### config.mk
export PLATFORM = sky130hd
export DESIGN_NAME = mem_store_buffer
export DESIGN_NICKNAME = d
export VERILOG_FILES = /design/src/rtl/mem_store_buffer.sv
export SDC_FILE = /design/constraint.sdc
export NUM_CORES = 1
export LEC_CHECK = 0
export BUFFER_PORTS_ARGS = -buffer_cell sky130_fd_sc_hd__clkbuf_2
export CAP_MARGIN = 20
export CORE_MARGIN = 2
export CORE_UTILIZATION = 45
export CTS_BUF_LIST = sky130_fd_sc_hd__clkbuf_4
export CTS_CLUSTER_SIZE = 16
export DETAILED_ROUTE_END_ITERATION = 10
export GPL_TIMING_DRIVEN = 0
export PLACE_DENSITY_LB_ADDON = 0.3
export SYNTH_ARGS = -nofsm -noshare
export SYNTH_HDL_FRONTEND = slang
export SYNTH_SLANG_ARGS = --single-unit
### constraint.sdc
create_clock -name clk_i -period 7.9 [get_ports clk_i]
set_clock_uncertainty 0.15 [all_clocks]
set_input_delay 0 -clock clk_i [delete_from_list [all_inputs] [get_ports clk_i]]
set_output_delay 0 -clock clk_i [all_outputs]
set_load 0.05 [all_outputs]
### src/rtl/mem_store_buffer.sv
// Posted-store buffer between the MEM-stage request port and Data_Memory.
// Stores queue in a FIFO and drain one per cycle; loads forward from the youngest match.
module mem_store_buffer #(
    parameter int DEPTH = 4,
    parameter int AW    = 32,
    parameter int DW    = 32
) (
    input  logic                     clk_i,
    input  logic                     rst_i,
    input  logic                     req_valid_i,
    input  logic                     req_write_i,
    input  logic [AW-1:0]            req_addr_i,
    input  logic [DW-1:0]            req_wdata_i,
    output logic                     req_ready_o,
    output logic                     rd_valid_o,
    output logic [DW-1:0]            rd_data_o,
    output logic [AW-1:0]            mem_addr_o,
    output logic [DW-1:0]            mem_wdata_o,
    output logic                     Mem_Read_o,
    output logic                     Mem_Write_o,
    input  logic [DW-1:0]            mem_rdata_i,
    output logic                     empty_o,
    output logic [$clog2(DEPTH):0]   count_o
);

    localparam int PW = $clog2(DEPTH);
    localparam int CW = PW + 1;

    logic [AW-1:0]    r_addr [DEPTH];
    logic [DW-1:0]    r_data [DEPTH];
    logic [DEPTH-1:0] r_vld;
    logic [PW-1:0]    r_head;
    logic [PW-1:0]    r_tail;
    logic [CW-1:0]    r_count;
    logic             r_rd_valid;
    logic [DW-1:0]    r_rd_data;

    logic             w_ready;
    logic             w_acc;
    logic             w_st;
    logic             w_ld;
    logic             w_hit;
    logic [DW-1:0]    w_fwd;
    logic [PW-1:0]    w_idx;
    logic             w_miss;
    logic             w_drain;

    // Accept decode; ready depends only on registered occupancy
    always_comb begin
        w_ready = (r_count != CW'(DEPTH));
        w_acc   = req_valid_i & w_ready;
        w_st    = w_acc & req_write_i;
        w_ld    = w_acc & ~req_write_i;
    end

    // Scan entries oldest to youngest from head so the last match is the youngest
    always_comb begin
        w_hit = 1'b0;
        w_fwd = '0;
        w_idx = '0;
        for (int k = 0; k < DEPTH; k++) begin
            w_idx = r_head + PW'(k);
            if (r_vld[w_idx] && (r_addr[w_idx] == req_addr_i)) begin
                w_hit = 1'b1;
                w_fwd = r_data[w_idx];
            end
        end
    end

    // Port arbitration: a load miss owns the memory port, otherwise drain the head
    always_comb begin
        w_miss      = w_ld & ~w_hit;
        w_drain     = (r_count != '0) & ~w_miss;
        Mem_Read_o  = w_miss;
        Mem_Write_o = w_drain;
        mem_addr_o  = '0;
        mem_wdata_o = '0;
        if (w_miss) begin
            mem_addr_o = req_addr_i;
        end else if (w_drain) begin
            mem_addr_o  = r_addr[r_head];
            mem_wdata_o = r_data[r_head];
        end
    end

    // Pointer, valid-mask and occupancy bookkeeping
    always_ff @(posedge clk_i) begin
        if (!rst_i) begin
            r_head  <= '0;
            r_tail  <= '0;
            r_count <= '0;
            r_vld   <= '0;
        end else begin
            if (w_st) begin
                r_tail        <= r_tail + PW'(1);
                r_vld[r_tail] <= 1'b1;
            end
            if (w_drain) begin
                r_head        <= r_head + PW'(1);
                r_vld[r_head] <= 1'b0;
            end
            case ({w_st, w_drain})
                2'b10:   r_count <= r_count + CW'(1);
                2'b01:   r_count <= r_count - CW'(1);
                default: r_count <= r_count;
            endcase
        end
    end

    // Entry payload; validity is tracked separately so no reset is needed here
    always_ff @(posedge clk_i) begin
        if (w_st) begin
            r_addr[r_tail] <= req_addr_i;
            r_data[r_tail] <= req_wdata_i;
        end
    end

    // Registered load response: forwarded data on a hit, memory data on a miss
    always_ff @(posedge clk_i) begin
        if (!rst_i) begin
            r_rd_valid <= 1'b0;
            r_rd_data  <= '0;
        end else begin
            r_rd_valid <= w_ld;
            if (w_ld) begin
                r_rd_data <= w_hit ? w_fwd : mem_rdata_i;
            end
        end
    end

    assign req_ready_o = w_ready;
    assign rd_valid_o  = r_rd_valid;
    assign rd_data_o   = r_rd_data;
    assign empty_o     = (r_count == '0);
    assign count_o     = r_count;

endmodule

**Yosys cells after proc, flatten, opt, wreduce, memory -nomap -nowiden**

Memories as Yosys holds them, arrays and structs flattened. A register that Yosys moved wholly into a read port is not among the register bits.
Index checks and enable logic that the tools add are counted.

- Register bits after elaboration: 44
- Memory bits (writable): 256
- Output and inout bits: 104
- Logic and storage cells: 83
- Memories kept: 2

- Add/sub/neg operators: 6
- $lt $le $gt $ge: 7
- Eq/ne operators: 7
- Multiplexer cells: 35
- Bitwise operators: 11
- Reduce and logical (&&, ||, !) cells: 9

Memory list:

| memory | words | width | rd ports | clocked after Yosys merged registers in | write ports | line | source |
|---|---|---|---|---|---|---|---|
| r_addr | 4 | 32 | 4 | 1 | 1 | 29 | `logic [AW-1:0] r_addr [DEPTH];` |
| r_data | 4 | 32 | 4 | 1 | 1 | 30 | `logic [DW-1:0] r_data [DEPTH];` |

Operator list:

| kind | count |
|---|---|
| two-way mux 32 bit | 9 |
| equality test 32 bit | 4 |
| less-than comparator 2 x 3 -> 1 bit, second input constant | 5 |
| two-way mux 1 bit | 12 |
| two-way mux 4 bit | 3 |
| binary-select mux 1 bit (select 2 bit) | 4 |
| two-way mux 2 bit | 4 |
| logical AND 1 bit | 6 |
| one-hot mux 3 bit (2 select lines) | 1 |
| bitwise AND 1 bit | 5 |
| adder 2 x 1 -> 2 bit, second input constant | 2 |
| adder 2 bit, second input constant | 2 |
| bitwise AND 4 bit | 1 |
| demux 1 bit (select 2 bit) | 2 |
| >= comparator 2 x 1 -> 1 bit, second input constant | 2 |
| NOT 4 bit | 1 |
| bitwise OR 4 bit | 1 |
| adder 3 x 1 -> 3 bit, second input constant | 1 |
| zero test 3 bit | 1 |
| != test 3 bit, second input constant | 1 |
| NOT 1 bit | 3 |
| nonzero test 3 bit | 1 |
| subtractor 3 x 1 -> 3 bit, second input constant | 1 |
| equality test 2 x 1 -> 1 bit, second input constant | 1 |
| 2 further kinds | 2 |

**Longest topological paths before layout**

Gate-level depths: netlist (run 1).

- Depth in word-level cells: 13
- Gate-level depth with buffers: 25
- Gate-level depth less buffers: 17

**Worst setup path before layout (run 1)**

OpenSTA, ideal clock, no wires.

- Kind: register -> register
- From: reg r_head[0]
- To: reg r_count[2], in the netlist count_o[2]
- Data arrival time: 5.534 ns
- Setup slack: 2.145 ns
- Stages on the path, launching flop included: 24
- Path buffers: 6
- Clock period less this slack: 5.755 ns
- Cell sequence: dfxtp_1 buf_6 buf_8 buf_2 inv_1 ha_1 buf_2 mux4_2 xnor2_1 nand4_1 nor4bb_1 nand4_1 o22ai_1 or4_1 buf_2 inv_2 buf_2 nor2_1 ha_1 inv_1 fa_1 xor2_1 or3_1 a21oi_1

- Elaborated cells on any way between the ends: 31
- Classes of those cells: add/sub: 3; eq/ne: 5; mux: 13; bitwise: 4; reduce/logical: 5; memory: 1

RTL lines:

| what | line | source |
|---|---|---|
| from (decl) | 32 | `logic [PW-1:0] r_head;` |
| from (signal assigned) | 99 | `r_head <= r_head + PW'(1);` |
| adder 2 bit * | 62 | `w_idx = r_head + PW'(k);` |
| named net w_idx[0] | 44 | `logic [PW-1:0] w_idx;` |
| memory read (4 x 32 bit) or binary-select mux 1 bit (select 2 bit) (tied branches) | - |  |
| equality test 32 bit or two-way mux 1 bit (tied branches) | 63 | `if (r_vld[w_idx] && (r_addr[w_idx] == req_addr_i)) begin` |
| logical AND 1 bit * | 63 |  |
| two-way mux 1 bit * | 63 |  |
| NOT 1 bit * | 72 | `w_miss = w_ld & ~w_hit;` |
| bitwise AND 1 bit * | 72 |  |
| NOT 1 bit * | 73 | `w_drain = (r_count != '0) & ~w_miss;` |
| bitwise AND 1 bit * | 73 |  |
| named net Mem_Write_o | 20 | `output logic Mem_Write_o,` |
| equality test 2 x 1 -> 1 bit or equality test 2 bit (tied branches) | 102 | `case ({w_st, w_drain})` |
| one-hot mux 3 bit (2 select lines) or nonzero test 2 bit (tied branches) | - |  |
| to (signal assigned) | 103 | `2'b10: r_count <= r_count + CW'(1);` |
| to (signal assigned) | 104 | `2'b01: r_count <= r_count - CW'(1);` |
| to (signal assigned) | 105 | `default: r_count <= r_count;` |
| to (decl) | 34 | `logic [CW-1:0] r_count;` |

Mark *: on every way through the listed nets, which the timed path passes. The rest lies on a longest branch. The select of a mux whose other input is x is not followed.
A chain may end at the register's enable or synchronous reset.

**Worst setup path in the final report (run 1)**

- From: reg r_head[0]
- To: out mem_addr_o[5]

- Elaborated cells on any way between the ends: 29
- Classes of those cells: add/sub: 3; eq/ne: 3; mux: 14; bitwise: 4; reduce/logical: 4; memory: 1

RTL lines:

| what | line | source |
|---|---|---|
| adder 2 bit * | 62 |  |
| named net w_idx[0] | 44 |  |
| memory read (4 x 32 bit) or binary-select mux 1 bit (select 2 bit) (tied branches) | - |  |
| equality test 32 bit or two-way mux 1 bit (tied branches) | 63 |  |
| logical AND 1 bit * | 63 |  |
| two-way mux 1 bit * | 63 |  |
| NOT 1 bit * | 72 |  |
| bitwise AND 1 bit * | 72 |  |
| NOT 1 bit | 73 |  |
| bitwise AND 1 bit | 73 |  |
| two-way mux 32 bit | 80 | `end else if (w_drain) begin` |
| two-way mux 32 bit * | 78 | `if (w_miss) begin` |
| to (decl) | 17 | `output logic [AW-1:0] mem_addr_o,` |

Marked as above.

==> flow_metrics.tcl, run 1 <==
set metrics [dict create \
    fmax_mhz 128 \
    synth_cells 1770 \
    worst-setup-path-type "flop to primary output" \
    outcome "finished, final reports clean" \
    synth_top_area_share_pct 37.2 \
    cts.sinks 302 \
    met1Wirelength_mm 35.1 \
    crit_start "r_head[0]$_SDFFE_PN0N_" \
    clkSlewWorstSetupHoldPaths_ns 0.07 \
    finalCriticalPeriod_ns 7.84 \
    worstPathCellList "buf_6 -> buf_8 -> buf_2 -> inv_1 -> ha_1 -> buf_2 -> buf_2 -> inv_1 -> clkbuf_1 -> mux2i_1 -> xnor2_1 -> nor4_1 -> and4_1 -> or4_1 -> buf_2 -> clkbuf_1 -> o21ai_0 -> clkbuf_2" \
    area_growth_pct 26.2 \
    cts_setup_buffers 0 \
    total_leakage_power_nw 8.97 \
    hold_end "rd_data_o[1]$_SDFFE_PN0P_" \
    clock_path_buffers 3 \
    period_share_pct 99.2 \
    crit_required_ns 7.75 \
    path_buf_inv 11 \
    fill_cells 3764 \
    htree_levels 3 \
    grt_pass1_wl_mm 128 \
    wl_met3_mm 10.2 \
    rr_startpoint "r_head[0]$_SDFFE_PN0N_" \
    fin_area_mm2 0.0261 \
    synth-seq-area-share_pct 41.6 \
    maxSlewViolCount 0 \
    ir_drop_uv 269 \
    endpoint_kind "primary output" \
    critPathTopFamily "buffers and inverters" \
    synth-main-ff-cell "edfxtp_1" \
    critPathMostFrequentCell "buf_2" \
    slew_headroom_pct 21.0 \
    synthDistinctLibCells 70 \
    syn_avg_cell_area_um2 11.7 \
    grtUsageTotal_pct 37.3 \
    drt-total-wl_mm 89.6 \
    finalHoldViolations 0 \
    r2r-end "count_o[2]$_SDFFE_PN0P_" \
    yosysWarnings 0 \
    clk_latency_ns 0.89 \
    highest_layer "met4" \
    drive_above_1_share_pct 26.2 \
    crit_path_top_delay_cell "o21ai_0" \
    r2r_slack_ns 0.26 \
    postPlaceCellArea_mm2 0.0226 \
    nets 2403 \
    cts_tree "yes" \
    maxCapViolations 0 \
    wl_per_cell_um 30.2 \
    initial_core_util_pct 45.6 \
    die_w_um 218 \
    synth.net_count 1880 \
    pwr_density_cell_mw_per_mm2 338 \
    drc 0 \
    path_max_fanout 10 \
    place.port_buffers 203 \
    synthesis.area_mm2 0.0207 \
    arrival_ns 7.69 \
    min_from "req_valid_i" \
    final_common_cell "edfxtp_1" \
    yosysTopAreaCell "edfxtp_1" \
    r2r_cells 24 \
    grt_antenna_before_repair 5 \
    tightest_slew_ns 1.18 \
    overflow 0 \
    min_path_type "input pin to flop" \
    fp.dieH_um 218 \
    vias 19600 \
    place_congestion 1.05 \
    vias_per_cell 6.61 \
    ant_nets 0 \
    dr_wl_met2_mm 40.0 \
    root_buffer "clkbuf_4" \
    grt_max_degree 45 \
    drtPass1Iterations 8 \
    ios 204 \
    final_cell_mix "edfxtp_1, dlygate4sd3_1, clkbuf_2, nor2_1, mux2i_1" \
    core-area_mm2 0.0454 \
    worst_path_largest_cell_delay_ns 0.61 \
    numCtsBuffers 84 \
    grt_pass1_vias 19300 \
    min_path_cells 6 \
    synth_edf_count 256 \
    synthArstFlopShare_pct 0 \
    ys_seq_elements 302 \
    critPathLaunchType "flop" \
    drt_iter0_markers 2514 \
    synthTopCellsByArea "edfxtp_1, mux4_2, mux2i_1" \
    dieArea_mm2 0.0477 \
    setup_viol_count_final 0 \
    rows 78 \
    dpl.hpwl_mm 63.0 \
    post-route-util_pct 57.5 \
]
==> per-layer routing <==
metal	GRT usage (%)	vias up
met5	0	-
met3	9.78	306
li1	-	8057
met4	16.5	0
met2	56.7	1488
met1	50.1	9777
==> final cells by class <==
class	instances	area [um2]	share of cell area [%]
Multi-Input combinational cell	1269	11200	43.0
Sequential cell	302	8610	33.0
Timing Repair Buffer	437	3440	13.2
Clock buffer	124	931	3.57
Buffer	173	788	3.02
Tap cell	600	751	2.88
Clock inverter	30	259	0.992
Inverter	26	97.6	0.374
Antenna cell	7	17.5	0.0671
==> registers in the layout (all words and copies together) (netlist names), named ones only <==
register,count
r_tail,2
r_head,2
r_vld,4
rd_data_o,32
r_data,128
rd_valid_o,1
r_addr,128
count_o,3
==> cell usage after synthesis (14+ instances only) <==
library cell    n
a211oi_1       36
a21oi_1        82
a221oi_2       30
a22oi_1        14
and3_1         67
buf_1          19
buf_2          23
clkbuf_1      117
dfxtp_1        46
edfxtp_1      256
inv_1          25
mux2_2         46
mux2i_1       147
mux4_2        143
nand2_1        86
nand3_1        54
nand4_1        30
nor2_1        157
nor3b_1        34
o21ai_0        48
o31ai_1        36
xnor2_1        89
xor2_1         14
==> how the worst max path moves through the flow <==
stage                     slack (ns)  cells after the start                        end
after floorplan                 2.15                     23    count_o[2]$_SDFFE_PN0P_
after CTS                       0.08                     16             mem_addr_o[16]
after global placement          0.32                     16  rd_data_o[0]$_SDFFE_PN0P_
final                           0.06                     18              mem_addr_o[5]
after global routing          -0.009                     18             mem_addr_o[16]
after detailed placement        0.38                     16  rd_data_o[3]$_SDFFE_PN0P_
==> kinds of logic after synthesis <==
| group | Yosys count | share of synthesized area (%) |
|---|---|---|
| simple gates | 496 | 12.2 |
| mux | 337 | 25.2 |
| compound gates | 323 | 11.6 |
| flops | 302 | 41.6 |
| buf+inv | 199 | 4.27 |
| xor+xnor | 103 | 4.36 |
| fa+ha+maj | 10 | 0.641 |
==> tightest hold or removal path: cells and delay by family <==
family	cells	cell delay, ns
buf+inv	2	0.34
simple gates	3	0.52
compound gates	1	0.19
==> metrics by stage <==
| stage | hold WS (ns) | setup WS, ns | power (mW) | TNS, ns | std cells |
|---|---|---|---|---|---|
| floorplan | -0.0511 | 2.15 | 5.31 | 0 | 1770 |
| global placement | 0.0637 | 0.317 | 6.93 | 0 | 2573 |
| detailed placement | 0.0678 | 0.384 | 6.95 | 0 | 2579 |
| CTS | 0.000269 | 0.0751 | 8.66 | 0 | 2960 |
| global route | 0.0262 | -0.00936 | 9.10 | -0.00936 | 2966 |
| finish | 0.0630 | 0.0641 | 8.83 | 0 | 2968 |
==> power by group <==
| group | switching, mW | internal, mW | total, mW |
|---|---|---|---|
| registers | 0.0796 | 1.84 | 1.92 |
| clock network | 0.719 | 0.886 | 1.60 |
| logic | 3.54 | 1.76 | 5.30 |
==> timing repair <==
action                     in CTS  in global routing
setup endpoints to repair       0                 11
hold buffers                  227                  0
hold endpoints to repair      345                  0
resized for setup               0                  7
Note: power is estimated with default switching activity, not from simulation.
==> inputs of run 2 (changes only) <==
REMOVE_ABC_BUFFERS = 1   (was not set)
==> run 2 against run 1 <==
Against the previous run:
- first-iteration DRC count shrank 26%
- via count shrank 9.2%
- critical path depth grew 2
- global-route usage shrank 7.5 points
- setup slack gained 0.30 ns
- sequential share of layout area grew 0.20 points
- combinational power shrank 12%
==> flow_metrics.tcl, run 2 (same netlist as run 1, synthesis figures left out) <==
set metrics [dict create \
    outcome "finished, final reports clean" \
    vias_per_cell 6.28 \
    drive_above_1_share_pct 28.1 \
    cts.sinks 302 \
    clk_latency_ns 0.86 \
    final_common_cell "edfxtp_1" \
    nets 2268 \
    path_buf_inv 6 \
    critPathLaunchType "flop" \
    clock_path_buffers 3 \
    wl_per_cell_um 25.2 \
    dieArea_mm2 0.0477 \
    fin_area_mm2 0.0260 \
    worst_path_largest_cell_delay_ns 0.74 \
    arrival_ns 8.15 \
    maxSlewViolCount 0 \
    dp_cells 2436 \
    place.port_buffers 203 \
    finalHoldWorstSlack_ns 0.0548 \
    grt_antenna_before_repair 4 \
    path_max_fanout 61 \
    clkSlewWorstSetupHoldPaths_ns 0.07 \
    die_w_um 218 \
    fill_cells 3743 \
    min_path_type "input pin to flop" \
    ir_drop_uv 272 \
    fmax_mhz 133 \
    layout.cells.non_filler 2837 \
    setup_slack_ns 0.362 \
    finalHoldViolations 0 \
    htree_levels 3 \
    numCtsBuffers 87 \
    worst-setup-path-type "flop to flop" \
    overflow 0 \
    pwr_density_cell_mw_per_mm2 317 \
    post-route-util_pct 57.3 \
    period_share_pct 95.4 \
    root_buffer "clkbuf_4" \
    fp.dieH_um 218 \
    setup_viol_count_final 0 \
    finalCriticalPeriod_ns 7.54 \
    postPlaceCellArea_mm2 0.0225 \
    tightest_slew_ns 1.03 \
    rsz0062_at_grt "no" \
    place_congestion 0.989 \
    area_growth_pct 25.6 \
    final_cell_mix "edfxtp_1, dlygate4sd3_1, clkbuf_2, nor2_1, mux2i_1" \
    core-area_mm2 0.0454 \
    worstPathCellList "inv_1 -> ha_4 -> buf_16 -> buf_16 -> mux4_2 -> xnor2_1 -> nand4_1 -> nor4bb_1 -> nand4_1 -> o22ai_1 -> or4_2 -> buf_12 -> inv_2 -> nor2_2 -> ha_1 -> inv_1 -> fa_1 -> xor2_1 -> or3_1 -> a21oi_1" \
    fin_setup_tns_ns 0 \
    total_leakage_power_nw 8.93 \
    crit_required_ns 8.51 \
    drt_iter0_markers 1869 \
    maxCapViolations 0 \
    ios 204 \
    crit_path_top_delay_cell "dfxtp_4" \
    grt_max_degree 65 \
    critPathTopFamily "simple AND/OR/NAND/NOR gates" \
    endpoint_kind "flop" \
    ant_nets 0 \
    grtUsageTotal_pct 29.7 \
    drt-total-wl_mm 71.4 \
    pre_cts_ws_ns -0.0634 \
    grt_pass1_wl_mm 108 \
    drc 0 \
    dpl.hpwl_mm 45.9 \
    drtPass1Iterations 6 \
    power_mw 8.24 \
    grt_pass1_vias 18000 \
    initial_core_util_pct 45.6 \
    cts_tree "yes" \
    slew_headroom_pct 31.1 \
    vias 17800 \
    rows 78 \
]
[run 2: worst paths after layout]
check | start | endpoint | slack, ns | depth (start not counted)
hold reg to reg | count_o[1]$_SDFFE_PN0P_ | count_o[1]$_SDFFE_PN0P_ | 0.41 | 2
hold / removal | req_addr_i[10] | r_addr[2][10]$_DFFE_PP_ | 0.05 | 2
setup reg to reg | r_head[0]$_SDFFE_PN0N_ | count_o[2]$_SDFFE_PN0P_ | 0.36 | 20
setup / recovery | r_head[0]$_SDFFE_PN0N_ | count_o[2]$_SDFFE_PN0P_ | 0.36 | 20
[run 2: per-layer routing]
| layer | GRT usage, % | routed length, um | up-vias |
|---|---|---|---|
| met2 | 49.3 | 34400 | 1006 |
| met3 | 6.10 | 6130 | 183 |
| met1 | 37.6 | 28000 | 8836 |
| li1 | - | - | 7803 |
| met4 | 13.2 | 2870 | 2 |
| met5 | 0 | 13 | - |
[run 2: cell type report]
class,count,area [um2],area share (%)
inverter,26,97.6,0.375
antenna,6,15.0,0.0578
clock inverter,37,220,0.847
sequential,302,8620,33.2
timing repair buffer,472,4060,15.6
clock buffer,125,938,3.61
multi-input combinational,1269,11300,43.4
tap,600,751,2.89
[run 2: what timing repair did]
item                                   in CTS  in global routing
gates cloned                                0                  0
endpoints found under the hold margin     391                  0
setup endpoints to repair                   1                  7
pin swaps                                   1                  1
setup buffers                               1                  1
gates resized for setup                     0                  2
hold buffers                              231                  0
[run 2: where the power goes]
part,internal [mW],total (mW),switching [mW],leakage (nW)
sequential,1.84,2.04,0.197,2.71
combinational,1.79,4.66,2.87,5.55
clock,0.803,1.54,0.735,0.678
total,4.44,8.24,3.80,8.93
==> inputs of run 3 (changes only) <==
PLACE_DENSITY = 0.59   (was not set)
PLACE_DENSITY_LB_ADDON = not set   (was 0.3)
==> run 3 against run 2 <==
Against the previous run:
- register-to-register slack better by 0.10 ns
- wire length down 0.76%
- clock power is 6% lower
- worst hold slack better by 0.032 ns
- sequential power hardly changed
- first-iteration DRC count fell by 8.0%
- power down 1.7%
- global-route usage rose by 0.11 points
- via count down 1.5%
- count of clock-buffer cells in the layout up 3
- core utilization down 0.30 points
- critical endpoint unchanged
- largest power group unchanged
==> flow_metrics.tcl, run 3 (same netlist as run 1, synthesis figures left out) <==
set metrics [dict create \
    outcome "finished, final reports clean" \
    ff_latch_area_mm2 0.00862 \
    finalHoldViolations 0 \
    maxCapViolations 0 \
    cts_tree "yes" \
    drive_above_1_share_pct 28.0 \
    ir_drop_uv 206 \
    multiInputGateArea_mm2 0.0113 \
    setup_viol_count_final 0 \
    nets 2264 \
    worstPathCellList "inv_1 -> ha_4 -> buf_16 -> buf_16 -> mux4_2 -> xnor2_1 -> o21ai_0 -> nor4bb_1 -> nand4_1 -> o22ai_1 -> or4_4 -> buf_12 -> inv_2 -> nor2_2 -> ha_1 -> inv_1 -> fa_1 -> xor2_1 -> or3_1 -> a21oi_1" \
    clkSlewWorstSetupHoldPaths_ns 0.06 \
    arrival_ns 7.99 \
    fill_cells 3858 \
    htree_levels 3 \
    ant_nets 0 \
    ios 204 \
    setup_slack_ns 0.465 \
    cts.sinks 302 \
    fp.dieH_um 218 \
    grt_pass1_wl_mm 108 \
    overflow 0 \
    place_congestion 0.969 \
    fin_setup_tns_ns 0 \
    total_leakage_power_nw 8.86 \
    r2r_slack_ns 0.46 \
    path_buf_inv 6 \
    rr_startpoint "r_head[1]$_SDFFE_PN0N_" \
    vias_per_cell 6.22 \
    initial_core_util_pct 45.6 \
    final_common_cell "edfxtp_1" \
    clock_path_buffers 3 \
    crit_start "r_head[1]$_SDFFE_PN0N_" \
    drt_iter0_markers 1720 \
    place.port_buffers 203 \
    die_w_um 218 \
    vias 17600 \
    numCtsBuffers 86 \
    core-area_mm2 0.0454 \
    min_path_type "input pin to flop" \
    crit_path_top_delay_cell "dfxtp_4" \
    grt_pass1_vias 17700 \
    dieArea_mm2 0.0477 \
    dpl.hpwl_mm 45.6 \
    pwr_density_cell_mw_per_mm2 313 \
    min_path_cells 2 \
    pre_cts_ws_ns 0.0406 \
    critPathTopFamily "simple AND/OR/NAND/NOR gates" \
    crit_required_ns 8.46 \
    rows 78 \
    slew_headroom_pct 31.7 \
    path_max_fanout 81 \
    min_from "req_addr_i[23]" \
    area_growth_pct 25.0 \
    postPlaceCellArea_mm2 0.0224 \
    grtUsageTotal_pct 29.9 \
    fmax_mhz 134 \
    root_buffer "clkbuf_4" \
    grt_antenna_before_repair 3 \
    grt_max_degree 82 \
    finalCriticalPeriod_ns 7.44 \
    drc 0 \
    path_depth 20 \
    clk_latency_ns 0.83 \
    worst-setup-path-type "flop to flop" \
    tightest_slew_ns 1.02 \
    r2r_cells 20 \
    critPathLaunchType "flop" \
    endpoint_kind "flop" \
    worst_path_largest_cell_delay_ns 0.73 \
    wl_per_cell_um 25.1 \
    maxSlewViolCount 0 \
    final_cell_mix "edfxtp_1, dlygate4sd3_1, clkbuf_2, nor2_1, mux2i_1" \
    rsz0062_at_grt "no" \
    drt-total-wl_mm 70.9 \
    drtPass1Iterations 5 \
    period_share_pct 94.1 \
    fin_area_mm2 0.0259 \
]
-- run 3: cell types whose count changed in the layout (fill, tap and decap cells not counted), sizes merged --
cell / change
clkbuf: +2
inv: -3
dlygate4sd3: -2
clkinvlp: +2
diode: -2
clkinv: -7
bufinv: -2
-- run 3: repair_timing --
| action | CTS | global route |
|---|---|---|
| hold buffers | 229 | 0 |
| endpoints found under the hold margin | 387 | 0 |
| pin swaps | 1 | 0 |
| endpoints found under the setup margin | 1 | 7 |
| buffers inserted | 1 | 0 |
| resized for setup | 0 | 2 |
-- run 3: area by class of cell --
cell class                      count  area share [%]
Antenna cell                        4          0.0387
Clock buffer                      128            3.72
Clock inverter                     27           0.460
Inverter                           26           0.377
Multi-Input combinational cell   1269            43.6
Sequential cell                   302            33.4
Tap cell                          600            2.90
Timing Repair Buffer              469            15.5
-- run 3: worst reg2reg max path: stages, from the launching register on --
cell	delay, ns
dfxtp_4	0.73
inv_1	0.36
ha_4	0.69
buf_16	0.31
buf_16	0.38
mux4_2	0.60
xnor2_1	0.30
o21ai_0	0.15
nor4bb_1	0.40
nand4_1	0.16
o22ai_1	0.24
or4_4	0.47
buf_12	0.28
inv_2	0.40
nor2_2	0.43
ha_1	0.25
inv_1	0.06
fa_1	0.37
xor2_1	0.16
or3_1	0.31
a21oi_1	0.14
-- run 3: per-layer routing --
layer	vias to the layer above	track usage, %	wire [um]
met3	145	5.51	4550
met1	8895	38.6	29400
li1	7803	-	-
met5	-	0	0
met4	0	11.6	2390
met2	717	49.7	34600
-- run 3: final timing paths --
path | to
setup / recovery | count_o[2]$_SDFFE_PN0P_
hold / removal | r_addr[1][23]$_DFFE_PP_
setup reg to reg | count_o[2]$_SDFFE_PN0P_
hold reg to reg | count_o[2]$_SDFFE_PN0P_
-- run 3: through the flow --
| stage | total power, mW | util, % | hold WS [ns] | instances |
|---|---|---|---|---|
| after detailed placement | 6.49 | 49.5 | 0.0683 | 2436 |
| after CTS | 8.10 | 56.9 | 0.00220 | 2821 |
| after global routing | 8.51 | 57.0 | 0.0466 | 2825 |
| after floorplan | 5.61 | - | -0.0511 | 1597 |
| final | 8.10 | 57.0 | 0.0867 | 2825 |
| after global placement | 6.81 | 47.7 | 0.0679 | 2400 |
-- run 3: report_power, final --
group | internal [mW] | total, mW | switching (mW)
sequential | 1.84 | 2.04 | 0.196
combinational | 1.77 | 4.61 | 2.84
clock | 0.740 | 1.45 | 0.705
total | 4.36 | 8.10 | 3.74
